$ cat src/rtl/memory_stage.sv
// Memory stage: latches execute results, runs the data-memory handshake,
// aligns load data and emits one write-back record. Option: MEM_MISALIGN_TRAP_EN.
module memory_stage (
    input  logic        clk,
    input  logic        reset,
    input  logic        exe_valid,
    input  logic [31:0] exe_alu_result,
    input  logic [31:0] exe_store_data,
    input  logic        exe_wen,
    input  logic [4:0]  exe_regsrc,
    input  logic        exe_is_load,
    input  logic        exe_is_store,
    input  logic [1:0]  exe_mem_size,
    input  logic        exe_load_unsigned,
    output logic        mem_allowin,
    output logic        dm_req,
    output logic        dm_wr,
    output logic [31:0] dm_addr,
    output logic [3:0]  dm_wstrb,
    output logic [31:0] dm_wdata,
    input  logic        dm_gnt,
    input  logic        dm_rvalid,
    input  logic [31:0] dm_rdata,
    output logic        mem_fwd_wen,
    output logic [4:0]  mem_fwd_regsrc,
    output logic        wb_valid,
    output logic        wb_wen,
    output logic [4:0]  wb_regsrc,
    output logic [31:0] wb_data
`ifdef MEM_MISALIGN_TRAP_EN
    ,
    output logic        wb_addr_err
`endif
);

    typedef enum logic [1:0] {
        S_IDLE,
        S_REQ,
        S_WAIT
    } state_t;

    state_t      state_q, state_d;
    logic        valid_q;
    logic [31:0] alu_q;
    logic [31:0] sd_q;
    logic        wen_q;
    logic [4:0]  rd_q;
    logic        load_q;
    logic        store_q;
    logic [1:0]  size_q;
    logic        uns_q;

    logic        wb_valid_q;
    logic        wb_wen_q;
    logic [4:0]  wb_regsrc_q;
    logic [31:0] wb_data_q;
    logic        wb_err_q;

    logic        mem_op_q;
    logic        new_mem;
    logic        err_q;
    logic        new_err;
    logic        done;
    logic        accept;
    logic [7:0]  ld_byte;
    logic [15:0] ld_half;
    logic [31:0] ld_data;

`ifdef MEM_MISALIGN_TRAP_EN
    function automatic logic misal(input logic [1:0] sz, input logic [1:0] a);
        misal = ((sz == 2'd1) & a[0]) | (sz[1] & (a != 2'b00));
    endfunction

    assign err_q   = mem_op_q & misal(size_q, alu_q[1:0]);
    assign new_err = new_mem & misal(exe_mem_size, exe_alu_result[1:0]);
    assign wb_addr_err = wb_err_q;
`else
    assign err_q   = 1'b0;
    assign new_err = 1'b0;
`endif

    assign mem_op_q = load_q | store_q;
    assign new_mem  = exe_is_load | exe_is_store;

    always_comb begin
        done = 1'b0;
        if (valid_q) begin
            if (!mem_op_q || err_q) begin
                done = 1'b1;
            end else if (store_q) begin
                done = (state_q == S_REQ) & dm_gnt;
            end else begin
                done = (((state_q == S_REQ) & dm_gnt) | (state_q == S_WAIT)) & dm_rvalid;
            end
        end
    end

    assign mem_allowin = !valid_q | done;
    assign accept      = exe_valid & mem_allowin;

    always_comb begin
        state_d = state_q;
        if (accept && new_mem && !new_err) begin
            state_d = S_REQ;
        end else if (done) begin
            state_d = S_IDLE;
        end else if (state_q == S_REQ && dm_gnt && load_q) begin
            state_d = S_WAIT;
        end
    end

    always_ff @(posedge clk or posedge reset) begin
        if (reset) begin
            state_q <= S_IDLE;
            valid_q <= 1'b0;
            alu_q   <= '0;
            sd_q    <= '0;
            wen_q   <= 1'b0;
            rd_q    <= '0;
            load_q  <= 1'b0;
            store_q <= 1'b0;
            size_q  <= '0;
            uns_q   <= 1'b0;
        end else begin
            state_q <= state_d;
            if (accept) begin
                valid_q <= 1'b1;
                alu_q   <= exe_alu_result;
                sd_q    <= exe_store_data;
                wen_q   <= exe_wen;
                rd_q    <= exe_regsrc;
                load_q  <= exe_is_load;
                // both flags set is decoded as a load
                store_q <= exe_is_store & ~exe_is_load;
                size_q  <= exe_mem_size;
                uns_q   <= exe_load_unsigned;
            end else if (done) begin
                valid_q <= 1'b0;
            end
        end
    end

    assign dm_req  = (state_q == S_REQ);
    assign dm_wr   = store_q;
    assign dm_addr = {alu_q[31:2], 2'b00};

    always_comb begin
        dm_wstrb = 4'b1111;
        dm_wdata = sd_q;
        case (size_q)
            2'd0: begin
                dm_wstrb = 4'b0001 << alu_q[1:0];
                dm_wdata = {4{sd_q[7:0]}};
            end
            2'd1: begin
                dm_wstrb = alu_q[1] ? 4'b1100 : 4'b0011;
                dm_wdata = {2{sd_q[15:0]}};
            end
            default: ;
        endcase
    end

    always_comb begin
        case (alu_q[1:0])
            2'd0:    ld_byte = dm_rdata[7:0];
            2'd1:    ld_byte = dm_rdata[15:8];
            2'd2:    ld_byte = dm_rdata[23:16];
            default: ld_byte = dm_rdata[31:24];
        endcase
        ld_half = alu_q[1] ? dm_rdata[31:16] : dm_rdata[15:0];
        case (size_q)
            2'd0:    ld_data = {{24{~uns_q & ld_byte[7]}}, ld_byte};
            2'd1:    ld_data = {{16{~uns_q & ld_half[15]}}, ld_half};
            default: ld_data = dm_rdata;
        endcase
    end

    always_ff @(posedge clk or posedge reset) begin
        if (reset) begin
            wb_valid_q  <= 1'b0;
            wb_wen_q    <= 1'b0;
            wb_regsrc_q <= '0;
            wb_data_q   <= '0;
            wb_err_q    <= 1'b0;
        end else begin
            wb_valid_q <= done;
            if (done) begin
                wb_wen_q    <= wen_q & ~store_q & (rd_q != 5'd0) & ~err_q;
                wb_regsrc_q <= rd_q;
                wb_data_q   <= load_q ? ld_data : alu_q;
                wb_err_q    <= err_q;
            end
        end
    end

    assign wb_valid  = wb_valid_q;
    assign wb_wen    = wb_wen_q;
    assign wb_regsrc = wb_regsrc_q;
    assign wb_data   = wb_data_q;

    // loads stall dependents in the hazard unit instead of forwarding here
    assign mem_fwd_wen    = valid_q & wen_q & (rd_q != 5'd0) & ~load_q;
    assign mem_fwd_regsrc = rd_q;

`ifndef MEM_MISALIGN_TRAP_EN
    logic unused_err;
    assign unused_err = wb_err_q;
`endif

endmodule
$ cat config.mk
export PLATFORM = sky130hd
export DESIGN_NAME = memory_stage
export DESIGN_NICKNAME = d
export VERILOG_FILES = /design/src/rtl/memory_stage.sv
export SDC_FILE = /design/constraint.sdc
export NUM_CORES = 1
export LEC_CHECK = 0
export CAP_MARGIN = 30
export CORE_MARGIN = 5
export CORE_UTILIZATION = 45
export CTS_BUF_LIST = sky130_fd_sc_hd__clkbuf_16
export CTS_CLUSTER_DIAMETER = 150
export DETAILED_ROUTE_END_ITERATION = 8
export PLACE_DENSITY = 0.82
export SLEW_MARGIN = 20
export SYNTH_ARGS = -nofsm -noshare
export SYNTH_HDL_FRONTEND = slang
export SYNTH_SLANG_ARGS = --single-unit
$ cat constraint.sdc
create_clock -name clk -period 4 [get_ports clk]
set_input_delay 0.4 -clock clk [delete_from_list [all_inputs] [get_ports clk]]
set_output_delay 0.4 -clock clk [all_outputs]
set_load 0.01 [all_outputs]
==> impl_metrics.json, run 1 <==
{
  "avgRoutedWirePerCell_um": 19.1,
  "worst_pin_slew_ns": 0.849,
  "vias": 4889,
  "synth.largest_area_cell": "dfrtp_1",
  "fillCellCount": 1010,
  "max-cap-violations": 0,
  "synthAdderAreaFrac": 0,
  "multi_input_area_mm2": 0.00250,
  "status": "completed",
  "slew_violations": 0,
  "netlist_area_mm2": 0.00597,
  "path_class": "reg2out",
  "numCtsBuffers": 17,
  "postSynthCellCount": 550,
  "synth-simple-area-share": 0.0982,
  "fmax_ghz": 0.329,
  "final.period_utilization": 0.760,
  "max_slew_margin": 0.432,
  "dieArea_mm2": 0.0157,
  "place.port_buffers": 225,
  "critPathRequiredTime_ns": 3.60,
  "vias_per_cell": 5.34,
  "syn_to_final_growth_pct": 43.0,
  "dp_cells": 882,
  "drt_iter0_markers": 379,
  "synth_top_family_by_area": "multiplexers",
  "floorplan.rows": 42,
  "muxShareOfSynthArea": 0.210,
  "synth_edf_count": 0,
  "finalWirelength_um": 17500,
  "synth_compound_area_frac": 0.110,
  "crit_fanout": 17,
  "die_h_um": 125,
  "firstDrtPassIters": 5,
  "gr-total-overflow": 0,
  "seq_area_mm2": 0.00293,
  "yosysTopAreaCellShare": 0.490,
  "p_int_mw": 4.92,
  "tns_ns": 0,
  "critPathArrivalTime_ns": 2.64,
  "fp.dieW_um": 125,
  "skew_ns": 0.00531,
  "p_seq_frac": 0.293,
  "synth_common_cells": "dfrtp_1, mux2_2, nand2_1, buf_4, o21ai_0",
  "final.min_clock_period_ns": 3.04,
  "crit_chain": "clkinv_1, o21ai_0, clkdlybuf4s50_1",
  "clock_latency_ns": 0.41,
  "grt_pass1_vias": 5301,
  "p_per_area_mw_per_mm2": 918,
  "gp_congestion": 0.841,
  "synth_seq_cells": 117,
  "grt_first_pass_wirelength_um": 28300,
  "cp_slowest_stage_delay_ns": 0.79,
  "ios": 228,
  "path_delay_family": "buffers and inverters",
  "syn_avg_cell_area_um2": 10.9,
  "final_hold_viol_count": 0,
  "start_util": 0.455,
  "pwr-share-clk": 0.172,
  "ys_types": 45,
  "antenna_found_initial": 1,
  "p_leak_nw": 3.60,
  "yosysWarnings": 0,
  "core_area_mm2": 0.0131,
  "cts_root_buf": "clkbuf_16",
  "setup_violations": 0,
  "drive_gt1_frac": 0.194,
  "slowest_stage": "dfrtp_1",
  "path_clk_slew_ns": 0.05,
  "crit_path_start_kind": "flip-flop",
  "grt_use_total": 0.227,
  "power_frac_comb": 0.534,
  "postCtsSetupRepairBufs": 0,
  "synth-seq-area-share": 0.490,
  "hpwl_um": 12900,
  "place_ws_ns": 1.10,
  "clockBufferDepth": 2,
  "synthXorXnorAreaFrac": 0,
  "synthFlopType": "dfrtp_1",
  "cts_tree": "built",
  "switchingPower_mw": 2.92,
  "hold_class": "reg2reg",
  "final_cells": 915,
  "yosysMostFrequentCell": "dfrtp_1",
  "end_kind": "output port",
  "ir_drop_mv": 0.552,
  "holdWs_ns": 0.469,
  "utilization": 0.650,
  "grt_setup_unrepaired": "no",
  "htreeDepth": 4,
  "cts_resized": 0,
  "grt_max_degree": 69,
  "cts-hold-fix-buffers": 0,
  "power_switching_share": 0.373,
  "synth-async-reset-ratio": 1.00,
  "drtAntennaViolNets": 0,
  "cts_sinks": 117,
  "drc": 0,
  "fin_ws_ns": 0.959,
  "synth_area_leaders": "dfrtp_1, mux2_2, buf_4",
  "finalNetCount": 837,
  "crit_buf_inv": 2
}
[worst register-to-register path: stages (launching register included)]
cell and delay (ns):
dfrtp_1 0.44, or2_1 0.27, a2111o_1 0.49, nand2_4 0.45, buf_4 0.40, mux2_2 0.38
[path summary, 6_finish.rpt]
path / from / to / slack [ns] / cells past startpoint
min in group asynchronous: reset / mem_fwd_regsrc[4] / 0.49 / 2
max: alu_q[1] / dm_wstrb[2] / 0.96 / 3
min: wb_regsrc[3] / wb_regsrc[3] / 0.47 / 2
max reg2reg: dm_wr / sd_q[23] / 1.44 / 5
max in group asynchronous: reset / sd_q[16] / 2.71 / 3
min reg2reg: wb_regsrc[3] / wb_regsrc[3] / 0.47 / 2
[power by group through the flow]
stage / clock network (mW) / logic [mW] / registers (mW)
CTS: 1.38 / 4.22 / 2.30
detailed placement: 0 / 4.20 / 2.31
finish: 1.35 / 4.19 / 2.30
floorplan: 0 / 2.58 / 2.24
global route: 1.44 / 4.55 / 2.38
global placement: 0 / 4.09 / 2.27
[registers in the layout, indices dropped and copies added, names as in the netlist]
name            flops
load_q              1
dm_wr               1
uns_q               1
mem_fwd_regsrc      5
alu_q              32
wb_wen              1
wb_data            32
wb_valid            1
size_q              2
valid_q             1
wen_q               1
sd_q               32
wb_regsrc           5
state_q             2
[layout make-up]
cell class | count | area share
Clock buffer | 17 | 0.0498
Antenna cell | 1 | 0.000293
Clock inverter | 15 | 0.0119
Inverter | 7 | 0.00337
Timing Repair Buffer | 233 | 0.273
Multi-Input combinational cell | 349 | 0.293
Tap cell | 176 | 0.0258
Sequential cell | 117 | 0.343
[layer usage]
layer  global-route usage  wire (um)  vias up
met4                0.107        610        0
met5                    0          0        -
met3               0.0759       1460       41
li1                     -          -     2241
met2                0.364       8320      222
met1                0.276       7080     2385
[cell families (layout without fill, tap and decap cells)]
logic type      Yosys count  in the layout
compound gates           99             99
buf+inv                  85            272
flops                   117            117
mux                     113            113
other cells               1              3
simple gates            135            135
[cells in the final DEF (no fill, tap or decap), types with 2 or more instances in the layout]
master | synthesis | final
nand2_1 | 77 | 77
clkinvlp_4 | 0 | 3
nand2b_1 | 3 | 2
buf_4 | 45 | 6
clkdlybuf4s50_1 | 0 | 225
a22o_1 | 14 | 14
o21ai_0 | 33 | 33
nor3_2 | 2 | 2
o22ai_1 | 16 | 16
mux2i_1 | 15 | 15
nor2b_1 | 3 | 3
conb_1 | 1 | 2
a21o_1 | 2 | 2
a21oi_1 | 7 | 7
mux2_1 | 3 | 3
nor2_1 | 32 | 32
clkbuf_16 | 0 | 17
dfrtp_2 | 0 | 2
nor3_1 | 2 | 2
a211oi_1 | 3 | 3
nand3_1 | 7 | 7
mux2_2 | 95 | 95
clkinv_2 | 0 | 6
o21ai_1 | 2 | 2
a221oi_1 | 7 | 7
inv_1 | 5 | 8
clkinv_1 | 2 | 3
a22oi_1 | 8 | 8
dfrtp_1 | 117 | 115
[per-stage QoR]
stage	power [mW]	instance area, um2
global route	8.36	8540
floorplan	4.82	5980
CTS	7.90	8540
finish	7.84	8540
detailed placement	6.51	8010
global placement	6.36	8000
Note: power is estimated with default switching activity, not from simulation.
==> inputs of run 2 (changes only) <==
CORE_UTILIZATION = 40   (was 45)
PLACE_DENSITY = 0.77   (was 0.82)
clock period = 2.7 ns   (was 4 ns; I/O delays follow)
==> impl_metrics.json, run 2 (synthesized netlist as in run 1, its figures left out) <==
{
  "status": "completed",
  "cp_slowest_stage_delay_ns": 0.51,
  "place_ws_ns": 0.277,
  "cts_tree": "built",
  "crit_path_start_kind": "flip-flop",
  "hpwl_um": 13500,
  "drive_gt1_frac": 0.204,
  "grt_setup_unrepaired": "no",
  "drc": 0,
  "die_h_um": 132,
  "htreeDepth": 4,
  "tns_ns": 0,
  "critPathRequiredTime_ns": 2.43,
  "vias_per_cell": 5.25,
  "grt_first_pass_wirelength_um": 28000,
  "core_area_mm2": 0.0146,
  "ios": 228,
  "worst_pin_slew_ns": 0.674,
  "mostFrequentLayoutCells": "clkdlybuf4s50_1, dfrtp_1, mux2_2, nand2_1, o21ai_0",
  "fin_ws_ns": 0.156,
  "antennaDiodeCount": 0,
  "firstDrtPassIters": 4,
  "drt_iter0_markers": 271,
  "max_slew_margin": 0.550,
  "floorplan.rows": 44,
  "grt_max_degree": 68,
  "crit_fanout": 15,
  "cts_root_buf": "clkbuf_16",
  "clock_latency_ns": 0.42,
  "p_leak_nw": 3.66,
  "cts-hold-fix-buffers": 0,
  "crit_chain": "buf_4, nor2_1, buf_4, mux2_2, clkdlybuf4s50_1",
  "finalNetCount": 845,
  "max-cap-violations": 0,
  "final_common_cell": "clkdlybuf4s50_1",
  "worst_path_most_repeated_cell": "buf_4",
  "avgRoutedWirePerCell_um": 19.0,
  "setup_violations": 0,
  "slowest_stage": "dfrtp_2",
  "holdWs_ns": 0.295,
  "crit_buf_inv": 3,
  "start_util": 0.409,
  "antenna_found_initial": 1,
  "critPathArrivalTime_ns": 2.27,
  "syn_to_final_growth_pct": 45.4,
  "dp_cells": 897,
  "skew_ns": 0.0117,
  "gr-total-overflow": 0,
  "end_kind": "output port",
  "place.port_buffers": 225,
  "dieArea_mm2": 0.0175,
  "fmax_ghz": 0.393,
  "final.min_clock_period_ns": 2.54,
  "final.period_utilization": 0.942,
  "grt_pass1_vias": 5123,
  "finalWirelength_um": 17700,
  "final_cells": 930,
  "cts_sinks": 117,
  "path_clk_slew_ns": 0.05,
  "total_power_mw": 11.8,
  "p_per_area_mw_per_mm2": 1360,
  "numCtsBuffers": 17,
  "ir_drop_mv": 0.715,
  "path_class": "reg2out",
  "fp.dieW_um": 132,
  "path_delay_family": "buffers and inverters",
  "gp_congestion": 0.933,
  "hold_class": "in2async",
  "clockBufferDepth": 2,
  "drtAntennaViolNets": 0,
  "grt_use_total": 0.200,
  "vias": 4879,
  "slew_violations": 0,
  "final_hold_viol_count": 0
}
run 2: path summary, 6_finish.rpt:
kind | to | cells after the start | slack, ns | start
worst min-delay path | alu_q[4] | 2 | 0.29 | reset
worst max register to register | alu_q[5] | 5 | 0.59 | dm_wr
max in group asynchronous | wb_data[13] | 3 | 1.74 | reset
worst min register to register | wb_data[1] | 1 | 0.48 | wb_data[1]
worst max-delay path | dm_wdata[10] | 5 | 0.16 | size_q[0]
min in group clk | sd_q[6] | 2 | 0.46 | exe_store_data[6]
run 2: power breakdown:
group | leakage [nW] | internal [mW] | switching, mW | total (mW)
logic | 2.00 | 3.48 | 2.82 | 6.30
registers | 1.38 | 2.68 | 0.751 | 3.43
clock network | 0.275 | 1.32 | 0.768 | 2.09
total | 3.66 | 7.48 | 4.34 | 11.8
run 2: timing repair:
item | CTS | global route
resized for setup | 0 | 2
setup buffers | 0 | 0
endpoints found under the setup margin | 0 | 9
run 2: cell type report:
cell class | count | area (um2)
Timing Repair Buffer | 241 | 2430
Fill cell | 1196 | 5910
Clock inverter | 15 | 123
Multi-Input combinational cell | 349 | 2510
Sequential cell | 117 | 2930
Inverter | 7 | 30.0
Tap cell | 184 | 230
Clock buffer | 17 | 425
run 2: per-layer routing:
layer	global-route usage	part of all wire	vias to the layer above	routed length [um]
met4	0.0939	0.036	2	631
met5	0	0.0011	-	19
met3	0.0866	0.091	41	1620
met2	0.309	0.47	215	8310
met1	0.241	0.40	2368	7130
li1	-	-	2253	-
run 2: metrics by stage:
stage                     cell area, um2   util
after CTS                           8670  0.594
after detailed placement            8120  0.557
after floorplan                     5980      -
final                               8680  0.595
after global routing                8680  0.595
after global placement              8120  0.557
